**config.mk**
```make
export PLATFORM = sky130hd
export DESIGN_NAME = sd_wb_regbank_flat
export DESIGN_NICKNAME = d
export VERILOG_FILES = /design/src/rtl/sd_wb_regbank_if.sv /design/src/rtl/sd_wb_regbank.sv /design/src/flat_wrapper.sv
export SDC_FILE = /design/constraint.sdc
export NUM_CORES = 1
export LEC_CHECK = 0
export ABC_AREA = 1
export ABC_CLOCK_PERIOD_IN_PS = 2000
export CAP_MARGIN = 0
export CORE_MARGIN = 3
export CORE_UTILIZATION = 45
export CTS_CLUSTER_SIZE = 10
export DETAILED_ROUTE_END_ITERATION = 16
export MAX_ROUTING_LAYER = met4
export PLACE_DENSITY = 0.77
export SLEW_MARGIN = 20
export SYNTH_ARGS = -nofsm -noshare
export SYNTH_HDL_FRONTEND = slang
export SYNTH_SLANG_ARGS = --single-unit
```
**constraint.sdc**
```tcl
create_clock -name wb_clk_i -period 2 [get_ports wb_clk_i]
set_input_delay 0.4 -clock wb_clk_i [delete_from_list [all_inputs] [get_ports wb_clk_i]]
set_output_delay 0.4 -clock wb_clk_i [all_outputs]
set_load 0.005 [all_outputs]
```
**src/rtl/sd_wb_regbank_if.sv**
```systemverilog
// Wishbone classic bus bundle for the SD host register bank.
// Defining SD_WB_ERR_EN adds the wb_err_o error-termination signal.
interface sd_wb_regbank_if #(
  parameter int ADR_W = 8
);
  logic [31:0]      wb_dat_i;
  logic [31:0]      wb_dat_o;
  logic [ADR_W-1:0] wb_adr_i;
  logic [3:0]       wb_sel_i;
  logic             wb_we_i;
  logic             wb_cyc_i;
  logic             wb_stb_i;
  logic             wb_ack_o;
`ifdef SD_WB_ERR_EN
  logic             wb_err_o;

  modport master (
    output wb_dat_i, wb_adr_i, wb_sel_i, wb_we_i, wb_cyc_i, wb_stb_i,
    input  wb_dat_o, wb_ack_o, wb_err_o
  );
  modport slave (
    input  wb_dat_i, wb_adr_i, wb_sel_i, wb_we_i, wb_cyc_i, wb_stb_i,
    output wb_dat_o, wb_ack_o, wb_err_o
  );
`else
  modport master (
    output wb_dat_i, wb_adr_i, wb_sel_i, wb_we_i, wb_cyc_i, wb_stb_i,
    input  wb_dat_o, wb_ack_o
  );
  modport slave (
    input  wb_dat_i, wb_adr_i, wb_sel_i, wb_we_i, wb_cyc_i, wb_stb_i,
    output wb_dat_o, wb_ack_o
  );
`endif
endinterface

```
**src/rtl/sd_wb_regbank.sv**
```systemverilog
// SD host Wishbone register bank: config/command registers, sticky W1C interrupts,
// busy-interlocked command start. Macro SD_WB_ERR_EN enables wb_err_o termination.
module sd_wb_regbank #(
  parameter int ADR_W            = 8,
  parameter int WAIT_STATES      = 0,
  parameter int CMD_W            = 14,
  parameter int CMD_TIMEOUT_W    = 24,
  parameter int DATA_TIMEOUT_W   = 24,
  parameter int BLKSIZE_W        = 12,
  parameter int BLKCNT_W         = 16,
  parameter int N_CMD_INT        = 5,
  parameter int N_DATA_INT       = 3,
  parameter int RESET_BLOCK_SIZE = 511,
  parameter int RESET_CLK_DIV    = 0,
  parameter int SUPPLY_MV        = 3300
) (
  input  logic                      wb_clk_i,
  input  logic                      wb_rst_i,
  sd_wb_regbank_if.slave            wb,
  input  logic                      cmd_busy_i,
  output logic                      cmd_start_o,
  input  logic [127:0]              resp_i,
  input  logic [N_CMD_INT-1:0]      cmd_evt_i,
  input  logic [N_DATA_INT-1:0]     data_evt_i,
  output logic [31:0]               argument_o,
  output logic [CMD_W-1:0]          command_o,
  output logic                      controller_o,
  output logic                      software_reset_o,
  output logic [CMD_TIMEOUT_W-1:0]  cmd_timeout_o,
  output logic [DATA_TIMEOUT_W-1:0] data_timeout_o,
  output logic [7:0]                clock_divider_o,
  output logic [BLKSIZE_W-1:0]      block_size_o,
  output logic [BLKCNT_W-1:0]       block_count_o,
  output logic [31:0]               dma_addr_o,
  output logic                      cmd_int_o,
  output logic                      data_int_o
);
  localparam logic [ADR_W-1:0] A_ARG   = ADR_W'(8'h00);
  localparam logic [ADR_W-1:0] A_CMD   = ADR_W'(8'h04);
  localparam logic [ADR_W-1:0] A_RESP0 = ADR_W'(8'h08);
  localparam logic [ADR_W-1:0] A_RESP1 = ADR_W'(8'h0C);
  localparam logic [ADR_W-1:0] A_RESP2 = ADR_W'(8'h10);
  localparam logic [ADR_W-1:0] A_RESP3 = ADR_W'(8'h14);
  localparam logic [ADR_W-1:0] A_CTRL  = ADR_W'(8'h1C);
  localparam logic [ADR_W-1:0] A_CTO   = ADR_W'(8'h20);
  localparam logic [ADR_W-1:0] A_CLKD  = ADR_W'(8'h24);
  localparam logic [ADR_W-1:0] A_RST   = ADR_W'(8'h28);
  localparam logic [ADR_W-1:0] A_VOLT  = ADR_W'(8'h2C);
  localparam logic [ADR_W-1:0] A_CAPA  = ADR_W'(8'h30);
  localparam logic [ADR_W-1:0] A_CISR  = ADR_W'(8'h34);
  localparam logic [ADR_W-1:0] A_CISER = ADR_W'(8'h38);
  localparam logic [ADR_W-1:0] A_DISR  = ADR_W'(8'h3C);
  localparam logic [ADR_W-1:0] A_DISER = ADR_W'(8'h40);
  localparam logic [ADR_W-1:0] A_BSIZE = ADR_W'(8'h44);
  localparam logic [ADR_W-1:0] A_BCNT  = ADR_W'(8'h48);
  localparam logic [ADR_W-1:0] A_DTO   = ADR_W'(8'h4C);
  localparam logic [ADR_W-1:0] A_DMA   = ADR_W'(8'h60);

  localparam logic [2:0] LAST_WAIT = 3'(WAIT_STATES == 0 ? 0 : WAIT_STATES - 1);

  typedef enum logic [1:0] {ST_IDLE, ST_WAIT, ST_ACK} state_t;

  state_t                  state, state_nxt;
  logic [2:0]              wait_cnt;
  logic                    req, commit, wr;
  logic [ADR_W-1:0]        addr;
  logic [31:0]             lane_mask, rdata, dat_q;
  logic [N_CMD_INT-1:0]    cmd_status, cmd_enable, cmd_clr;
  logic [N_DATA_INT-1:0]   data_status, data_enable, data_clr;
  logic                    ack;

  function automatic logic [31:0] merge(input logic [31:0] old, input logic [31:0] d,
                                        input logic [31:0] m);
    return (old & ~m) | (d & m);
  endfunction

  assign req       = wb.wb_cyc_i & wb.wb_stb_i;
  assign addr      = wb.wb_adr_i;
  assign lane_mask = {{8{wb.wb_sel_i[3]}}, {8{wb.wb_sel_i[2]}},
                      {8{wb.wb_sel_i[1]}}, {8{wb.wb_sel_i[0]}}};
  // Writes and read capture both happen on the edge that enters ACK.
  assign commit    = (state_nxt == ST_ACK) && (state != ST_ACK);
  assign wr        = commit & wb.wb_we_i;
  assign cmd_clr   = (wr && addr == A_CISR) ? N_CMD_INT'(wb.wb_dat_i & lane_mask) : '0;
  assign data_clr  = (wr && addr == A_DISR) ? N_DATA_INT'(wb.wb_dat_i & lane_mask) : '0;

  always_ff @(posedge wb_clk_i) begin
    if (wb_rst_i) begin
      state    <= ST_IDLE;
      wait_cnt <= '0;
    end else begin
      state    <= state_nxt;
      wait_cnt <= (state == ST_WAIT) ? wait_cnt + 3'd1 : 3'd0;
    end
  end

  // NOTE: every combinational output gets a default first so no latch is inferred.
  always_comb begin
    state_nxt = state;
    unique case (state)
      ST_IDLE: if (req) state_nxt = (WAIT_STATES == 0) ? ST_ACK : ST_WAIT;
      ST_WAIT: if (!req) state_nxt = ST_IDLE;
               else if (wait_cnt == LAST_WAIT) state_nxt = ST_ACK;
      ST_ACK:  state_nxt = ST_IDLE;
      default: state_nxt = ST_IDLE;
    endcase
  end

`ifdef SD_WB_ERR_EN
  logic bad, bad_q, err;

  always_comb begin
    bad = 1'b1;
    case (addr)
      A_RESP0, A_RESP1, A_RESP2, A_RESP3, A_VOLT, A_CAPA: bad = wb.wb_we_i;
      A_ARG, A_CMD, A_CTRL, A_CTO, A_CLKD, A_RST, A_CISR, A_CISER,
      A_DISR, A_DISER, A_BSIZE, A_BCNT, A_DTO, A_DMA:     bad = 1'b0;
      default:                                            bad = 1'b1;
    endcase
  end

  always_ff @(posedge wb_clk_i) begin
    if (wb_rst_i)    bad_q <= 1'b0;
    else if (commit) bad_q <= bad;
  end

  always_comb begin
    ack = 1'b0;
    err = 1'b0;
    if (state == ST_ACK) begin
      ack = !bad_q;
      err = bad_q;
    end
  end
  assign wb.wb_err_o = err;
`else
  always_comb begin
    ack = 1'b0;
    if (state == ST_ACK) ack = 1'b1;
  end
`endif
  assign wb.wb_ack_o = ack;

  always_comb begin
    rdata = '0;
    case (addr)
      A_ARG:   rdata = argument_o;
      A_CMD:   rdata = 32'(command_o);
      A_RESP0: rdata = resp_i[31:0];
      A_RESP1: rdata = resp_i[63:32];
      A_RESP2: rdata = resp_i[95:64];
      A_RESP3: rdata = resp_i[127:96];
      A_CTRL:  rdata = 32'(controller_o);
      A_CTO:   rdata = 32'(cmd_timeout_o);
      A_CLKD:  rdata = 32'(clock_divider_o);
      A_RST:   rdata = 32'(software_reset_o);
      A_VOLT:  rdata = 32'(SUPPLY_MV);
      A_CISR:  rdata = 32'(cmd_status);
      A_CISER: rdata = 32'(cmd_enable);
      A_DISR:  rdata = 32'(data_status);
      A_DISER: rdata = 32'(data_enable);
      A_BSIZE: rdata = 32'(block_size_o);
      A_BCNT:  rdata = 32'(block_count_o);
      A_DTO:   rdata = 32'(data_timeout_o);
      A_DMA:   rdata = dma_addr_o;
      default: rdata = '0;
    endcase
  end

  // NOTE: sequential state uses <= so every flop samples pre-edge values.
  always_ff @(posedge wb_clk_i) begin
    if (wb_rst_i) begin
      dat_q            <= '0;
      cmd_start_o      <= 1'b0;
      argument_o       <= '0;
      command_o        <= '0;
      controller_o     <= 1'b0;
      software_reset_o <= 1'b0;
      cmd_timeout_o    <= '0;
      data_timeout_o   <= '0;
      clock_divider_o  <= 8'(RESET_CLK_DIV);
      block_size_o     <= BLKSIZE_W'(RESET_BLOCK_SIZE);
      block_count_o    <= '0;
      dma_addr_o       <= '0;
      cmd_status       <= '0;
      cmd_enable       <= '0;
      data_status      <= '0;
      data_enable      <= '0;
    end else begin
      cmd_start_o <= 1'b0;
      if (commit) dat_q <= wb.wb_we_i ? 32'd0 : rdata;
      // A busy command master makes an argument write a no-op, so no new command launches.
      if (wr && addr == A_ARG && !cmd_busy_i) begin
        argument_o  <= merge(argument_o, wb.wb_dat_i, lane_mask);
        cmd_start_o <= 1'b1;
      end
      if (wr && addr == A_CMD)
        command_o <= CMD_W'(merge(32'(command_o), wb.wb_dat_i, lane_mask));
      if (wr && addr == A_CTRL)
        controller_o <= 1'(merge(32'(controller_o), wb.wb_dat_i, lane_mask));
      if (wr && addr == A_RST)
        software_reset_o <= 1'(merge(32'(software_reset_o), wb.wb_dat_i, lane_mask));
      if (wr && addr == A_CTO)
        cmd_timeout_o <= CMD_TIMEOUT_W'(merge(32'(cmd_timeout_o), wb.wb_dat_i, lane_mask));
      if (wr && addr == A_DTO)
        data_timeout_o <= DATA_TIMEOUT_W'(merge(32'(data_timeout_o), wb.wb_dat_i, lane_mask));
      if (wr && addr == A_CLKD)
        clock_divider_o <= 8'(merge(32'(clock_divider_o), wb.wb_dat_i, lane_mask));
      if (wr && addr == A_BSIZE)
        block_size_o <= BLKSIZE_W'(merge(32'(block_size_o), wb.wb_dat_i, lane_mask));
      if (wr && addr == A_BCNT)
        block_count_o <= BLKCNT_W'(merge(32'(block_count_o), wb.wb_dat_i, lane_mask));
      if (wr && addr == A_DMA)
        dma_addr_o <= merge(dma_addr_o, wb.wb_dat_i, lane_mask);
      if (wr && addr == A_CISER)
        cmd_enable <= N_CMD_INT'(merge(32'(cmd_enable), wb.wb_dat_i, lane_mask));
      if (wr && addr == A_DISER)
        data_enable <= N_DATA_INT'(merge(32'(data_enable), wb.wb_dat_i, lane_mask));
      // OR-ing events in after the clear makes a same-edge set win.
      cmd_status  <= (cmd_status & ~cmd_clr) | cmd_evt_i;
      data_status <= (data_status & ~data_clr) | data_evt_i;
    end
  end

  assign wb.wb_dat_o = dat_q;
  assign cmd_int_o   = |(cmd_status & cmd_enable);
  assign data_int_o  = |(data_status & data_enable);
endmodule

```
**src/flat_wrapper.sv**
```systemverilog
// flat-port wrapper written by rule: the top's interface ports become plain ports
module sd_wb_regbank_flat 
#(
  parameter int ADR_W            = 8,
  parameter int WAIT_STATES      = 0,
  parameter int CMD_W            = 14,
  parameter int CMD_TIMEOUT_W    = 24,
  parameter int DATA_TIMEOUT_W   = 24,
  parameter int BLKSIZE_W        = 12,
  parameter int BLKCNT_W         = 16,
  parameter int N_CMD_INT        = 5,
  parameter int N_DATA_INT       = 3,
  parameter int RESET_BLOCK_SIZE = 511,
  parameter int RESET_CLK_DIV    = 0,
  parameter int SUPPLY_MV        = 3300
)
  (wb_clk_i, wb_rst_i, cmd_busy_i, cmd_start_o, resp_i, cmd_evt_i, data_evt_i, argument_o, command_o, controller_o, software_reset_o, cmd_timeout_o, data_timeout_o, clock_divider_o, block_size_o, block_count_o, dma_addr_o, cmd_int_o, data_int_o, wb_wb_dat_i, wb_wb_adr_i, wb_wb_sel_i, wb_wb_we_i, wb_wb_cyc_i, wb_wb_stb_i, wb_wb_dat_o, wb_wb_ack_o);
  sd_wb_regbank_if #(.ADR_W(ADR_W)) wb_i ();
  input  logic wb_clk_i;
  input  logic wb_rst_i;
  input  logic cmd_busy_i;
  output logic cmd_start_o;
  input  logic [127:0] resp_i;
  input  logic [N_CMD_INT-1:0] cmd_evt_i;
  input  logic [N_DATA_INT-1:0] data_evt_i;
  output logic [31:0] argument_o;
  output logic [CMD_W-1:0] command_o;
  output logic controller_o;
  output logic software_reset_o;
  output logic [CMD_TIMEOUT_W-1:0] cmd_timeout_o;
  output logic [DATA_TIMEOUT_W-1:0] data_timeout_o;
  output logic [7:0] clock_divider_o;
  output logic [BLKSIZE_W-1:0] block_size_o;
  output logic [BLKCNT_W-1:0] block_count_o;
  output logic [31:0] dma_addr_o;
  output logic cmd_int_o;
  output logic data_int_o;
  input wire logic [$bits(wb_i.wb_dat_i)-1:0] wb_wb_dat_i;
  input wire logic [$bits(wb_i.wb_adr_i)-1:0] wb_wb_adr_i;
  input wire logic [$bits(wb_i.wb_sel_i)-1:0] wb_wb_sel_i;
  input wire logic [$bits(wb_i.wb_we_i)-1:0] wb_wb_we_i;
  input wire logic [$bits(wb_i.wb_cyc_i)-1:0] wb_wb_cyc_i;
  input wire logic [$bits(wb_i.wb_stb_i)-1:0] wb_wb_stb_i;
  output wire logic [$bits(wb_i.wb_dat_o)-1:0] wb_wb_dat_o;
  output wire logic [$bits(wb_i.wb_ack_o)-1:0] wb_wb_ack_o;
  assign wb_i.wb_dat_i = wb_wb_dat_i;
  assign wb_i.wb_adr_i = wb_wb_adr_i;
  assign wb_i.wb_sel_i = wb_wb_sel_i;
  assign wb_i.wb_we_i = wb_wb_we_i;
  assign wb_i.wb_cyc_i = wb_wb_cyc_i;
  assign wb_i.wb_stb_i = wb_wb_stb_i;
  assign wb_wb_dat_o = wb_i.wb_dat_o;
  assign wb_wb_ack_o = wb_i.wb_ack_o;
  sd_wb_regbank #(.ADR_W(ADR_W), .WAIT_STATES(WAIT_STATES), .CMD_W(CMD_W), .CMD_TIMEOUT_W(CMD_TIMEOUT_W), .DATA_TIMEOUT_W(DATA_TIMEOUT_W), .BLKSIZE_W(BLKSIZE_W), .BLKCNT_W(BLKCNT_W), .N_CMD_INT(N_CMD_INT), .N_DATA_INT(N_DATA_INT), .RESET_BLOCK_SIZE(RESET_BLOCK_SIZE), .RESET_CLK_DIV(RESET_CLK_DIV), .SUPPLY_MV(SUPPLY_MV)) u_core (.wb_clk_i(wb_clk_i), .wb_rst_i(wb_rst_i), .wb(wb_i), .cmd_busy_i(cmd_busy_i), .cmd_start_o(cmd_start_o), .resp_i(resp_i), .cmd_evt_i(cmd_evt_i), .data_evt_i(data_evt_i), .argument_o(argument_o), .command_o(command_o), .controller_o(controller_o), .software_reset_o(software_reset_o), .cmd_timeout_o(cmd_timeout_o), .data_timeout_o(data_timeout_o), .clock_divider_o(clock_divider_o), .block_size_o(block_size_o), .block_count_o(block_count_o), .dma_addr_o(dma_addr_o), .cmd_int_o(cmd_int_o), .data_int_o(data_int_o));
endmodule
```
=== After elaboration in Yosys (flattened, before gate mapping) ===
Index checks and enable logic that the tools add are counted.

* Output and inout bits: 200
* Logic and storage cells: 111
* Bits in registers: 218

* Reductions and logical operators: 23
* Add/sub/neg operators: 1
* Eq/ne operators: 22
* Muxes and demuxes: 10
* Bitwise logic cells: 37

{| class="wikitable"
|+ Operators with widths
! operator !! number
|-
| $pmux W32 S19 || 1
|-
| $and A32 B32 Y32 || 3
|-
| $or A32 B32 Y32 || 2
|-
| $eq A8 B6 Y1 const B || 7
|-
| $and A24 B24 Y24 || 2
|-
| $or A24 B24 Y24 || 2
|-
| $eq A8 B7 Y1 const B || 5
|-
| $mux W32 || 1
|-
| $not A32 Y32 || 1
|-
| $eq A8 B5 Y1 const B || 3
|-
| $and A16 B16 Y16 || 1
|-
| $eq A8 B4 Y1 const B || 2
|-
| $logic_and A1 B1 Y1 || 16
|-
| $or A16 B16 Y16 || 1
|-
| $and A5 B5 Y5 || 3
|-
| $and A14 B14 Y14 || 1
|-
| $or A14 B14 Y14 || 1
|-
| $and A12 B12 Y12 || 1
|-
| $or A12 B12 Y12 || 1
|-
| $or A5 B5 Y5 || 2
|-
| $and A3 B3 Y3 || 3
|-
| $and A8 B8 Y8 || 1
|-
| $eq A8 B3 Y1 const B || 1
|-
| $logic_not A8 Y1 || 1
|-
| 22 further kinds || 31
|}

=== Logic depth before layout (Yosys ltp) ===
* Depth after elaboration: 12
* Depth in mapped cells: 15

=== Least setup slack after synthesis ===
OpenSTA, ideal clock, no wires.

* Kind: reg-to-reg
* Start point: register u_core.wait_cnt[0]
* End point: register with a tool-made name
* Stages on the path, launching flop included: 14
* Period minus slack after synthesis: 1723 ps
* Slack: 277 ps
* Library setup time: 119 ps
* Data required time: 1881 ps
* Arrival time: 1604 ps
* Path through: dfxtp_1 inv_1 ha_1 nand2_1 nand2_1 nand2_2 nor2_8 inv_2 nor2_2 inv_2 nor2_4 buf_4 o21ai_0 a21oi_1

{| class="wikitable"
|+ RTL lines
! element !! RTL line !! RTL
|-
| from (decl) || sd_wb_regbank.sv:64 || <nowiki>logic [2:0] wait_cnt;</nowiki>
|-
| from (signal assigned) || sd_wb_regbank.sv:93 || <nowiki>wait_cnt <= (state == ST_WAIT) ? wait_cnt + 3'd1 : 3'd0;</nowiki>
|}

==> impl_metrics.json <==
{
  "cp_max_fo": 15,
  "area_growth_pct": 58.7,
  "crit_required_ps": 2400,
  "post-place-ws_ps": -822,
  "placementRows": 54,
  "path_common_cell": "buf_4",
  "setup_violations": 0,
  "tightestPinTransition_ps": 535,
  "gp_congestion": 0.962,
  "clockBufferDepth": 3,
  "cts_made_buffers": 26,
  "period_minus_slack_ps": 1980,
  "start_kind": "input port",
  "layout_setup_ws_ps": 17.9,
  "post_drt_wl_per_cell_um": 20.9,
  "path_cells": "clkdlybuf4s50_1, buf_4, nand3_2, nor2_4, buf_4, inv_1, nor3_4, clkbuf_4, buf_4, a211oi_1",
  "fmax_mhz": 505,
  "cp_slowest_stage_delay_ps": 510,
  "synth_area_leaders": "dfxtp_1 42%, nand2_1 17%, a21oi_1 8.4%",
  "die_w_um": 157,
  "clock_sinks": 218,
  "worstPathArrival_ps": 2380,
  "fillers": 1794,
  "powerDensity_mw_per_mm2": 571,
  "yosys.cell_count.top_type": "nand2_1",
  "synth_seq_cells": 218,
  "async_flop_share_pct": 0,
  "clock_skew_ps": 23.4,
  "fin_total_pwr_mw": 9.33,
  "grt_util_all_layers_pct": 36.3,
  "n_antenna_cell": 0,
  "htreeDepth": 1,
  "slew_viol_final": 0,
  "die-area_mm2": 0.0247,
  "synth_commonest_cells": "480 x nand2_1, 218 x dfxtp_1, 173 x a21oi_1, 150 x o21ai_0, 114 x nor2_1",
  "combPwrFrac_pct": 8.1,
  "wirelength_um": 47200,
  "p_leak_nw": 6.94,
  "clkPwrFrac_pct": 45.0,
  "initial_core_util_pct": 46.5,
  "status": "complete, no violations",
  "via_per_inst": 5.55,
  "ant_nets": 0,
  "grt_pass1_vias": 11783,
  "die_h_um": 157,
  "cts.clk_slew.worst_paths_ps": 60,
  "ys.warnings.count": 0,
  "root_buffer": "clkbuf_16",
  "fp.coreArea_mm2": 0.0222,
  "cap_violations": 0,
  "path_class": "in2reg",
  "hold_viol": 0,
  "p_sw_share_pct": 22.8,
  "relSlewSlack_pct": 64.4,
  "initialDrtViolationCount": 1293,
  "syn-instance-count": 1502,
  "dp_hpwl_um": 33400,
  "boundaryPins": 386,
  "synth_edf_count": 0,
  "internal_power_mw": 7.21,
  "grt_pass1_wl_um": 67900,
  "io_buffers": 385,
  "ys_types": 34,
  "cpMaxStageDelayCell": "clkdlybuf4s50_1",
  "holdCritPathClass": "in2reg",
  "syn-num-nets": 1690,
  "grt-ovfl-total": 0,
  "antenna_found_initial": 0,
  "nets": 2160,
  "cts_tree": "yes",
  "synth_top_area_cell": "dfxtp_1",
  "clk_latency_ps": 530,
  "p_seq_share_pct": 46.9,
  "syn-cell-area_mm2": 0.0103,
  "synthFlopType": "dfxtp_1",
  "grt_start_max_net_pins": 98,
  "firstDrtPassIters": 5,
  "finalSetupTns_ps": 0,
  "syn_avg_cell_area_um2": 6.86,
  "ys_seq_area_share_pct": 42.4,
  "hold_buffers": 0,
  "drc": 0,
  "peakVddDrop_mv": 0.497,
  "via_count": 12530,
  "rsz0062_at_grt": "yes",
  "yosysTopAreaCellShare_pct": 42.4,
  "fin_crit_sh_pct": 99.1,
  "endpoint_kind": "flop",
  "final_layout_size_suffix_gt1_share_pct": 12.7,
  "power.switching_mw": 2.13
}
## placed cells by master, fill, tap and decap left out, drive strengths merged, types with 3 or more instances in the layout
cell and instances:
o21ai 151, a21oi 173, o211ai 9, buf 129, nor3 19, nand2 489, clkbuf 37, inv 85
dlymetal6s2s 4, nand4 3, a211oi 16, nor2 147, clkinv 8, nand3b 5, nand3 93, and3 4
clkdlybuf4s50 379, dfxtp 218
## metal layers
layer | wire length [µm] | GRT usage [%] | part of all wire [%] | vias up
met5 | 0 | - | 0 | -
met4 | 1320 | 11.0 | 2.8 | 0
met3 | 4230 | 5.94 | 9.0 | 87
met2 | 22600 | 59.5 | 48 | 721
met1 | 19000 | 46.3 | 40 | 5875
li1 | - | - | - | 5847
## cells by family (layout without fill, tap and decap cells)
family / Yosys count / in the layout / synth area share [%]
xor+xnor: 1 / 1 / 0.0850
fa+ha+maj: 2 / 2 / 0.243
flops: 218 / 218 / 42.4
compound gates: 354 / 354 / 18.0
buf+inv: 168 / 643 / 7.60
simple gates: 759 / 760 / 31.7
## metrics by stage
stage / hold slack [ps] / std cells / area [µm²] / utilization (%)
finish: 396 / 2258 / 16400 / 73.8
global route: 397 / 2258 / 16400 / 73.8
CTS: 384 / 2241 / 16000 / 72.3
detailed placement: 449 / 2202 / 15200 / 68.7
global placement: 431 / 2202 / 15200 / 68.7
floorplan: 417 / 1502 / 10300 / -
## timing repair
item	CTS	global route
endpoints found under the hold margin	0	0
gates cloned	1	5
setup endpoints to repair	34	101
pin swaps	2	8
setup buffers	4	12
gates resized for setup	5	43
## power by group through the flow
stage / Clock, mW / Combinational (mW) / Sequential [mW]
finish: 4.20 / 0.758 / 4.37
global route: 4.42 / 0.797 / 4.37
CTS: 4.21 / 0.732 / 4.37
detailed placement: 0 / 0.722 / 4.46
global placement: 0 / 0.718 / 4.46
floorplan: 0 / 0.207 / 4.46
## area by class of cell
cell class                      count  area, µm²  area share [%]
Timing Repair Buffer              518       5310            32.5
Multi-Input combinational cell   1117       5240            32.0
Sequential cell                   218       4370            26.8
Clock buffer                       32        703            4.30
Inverter                           91        354            2.17
Tap cell                          280        350            2.14
Clock inverter                      2       21.3           0.130
## worst max-delay path: cells and delay by family
family                 cells  cell delay, ps
AND/OR/NAND/NOR            3             480
buffers and inverters      6            1440
AO/OA/AOI/OAI              1              60
## final timing paths
check	start	endpoint	slack, ps	depth (start not counted)
worst max-delay path	wb_wb_adr_i[2]	flop	20	10
worst min-delay path	wb_rst_i	u_core.wb.wb_dat_o[0]	400	3
worst max register to register	u_core.wait_cnt[0]	flop	50	12
worst min register to register	u_core.wait_cnt[0]	u_core.wait_cnt[0]	420	1
Note: power is estimated with default switching activity, not from simulation.
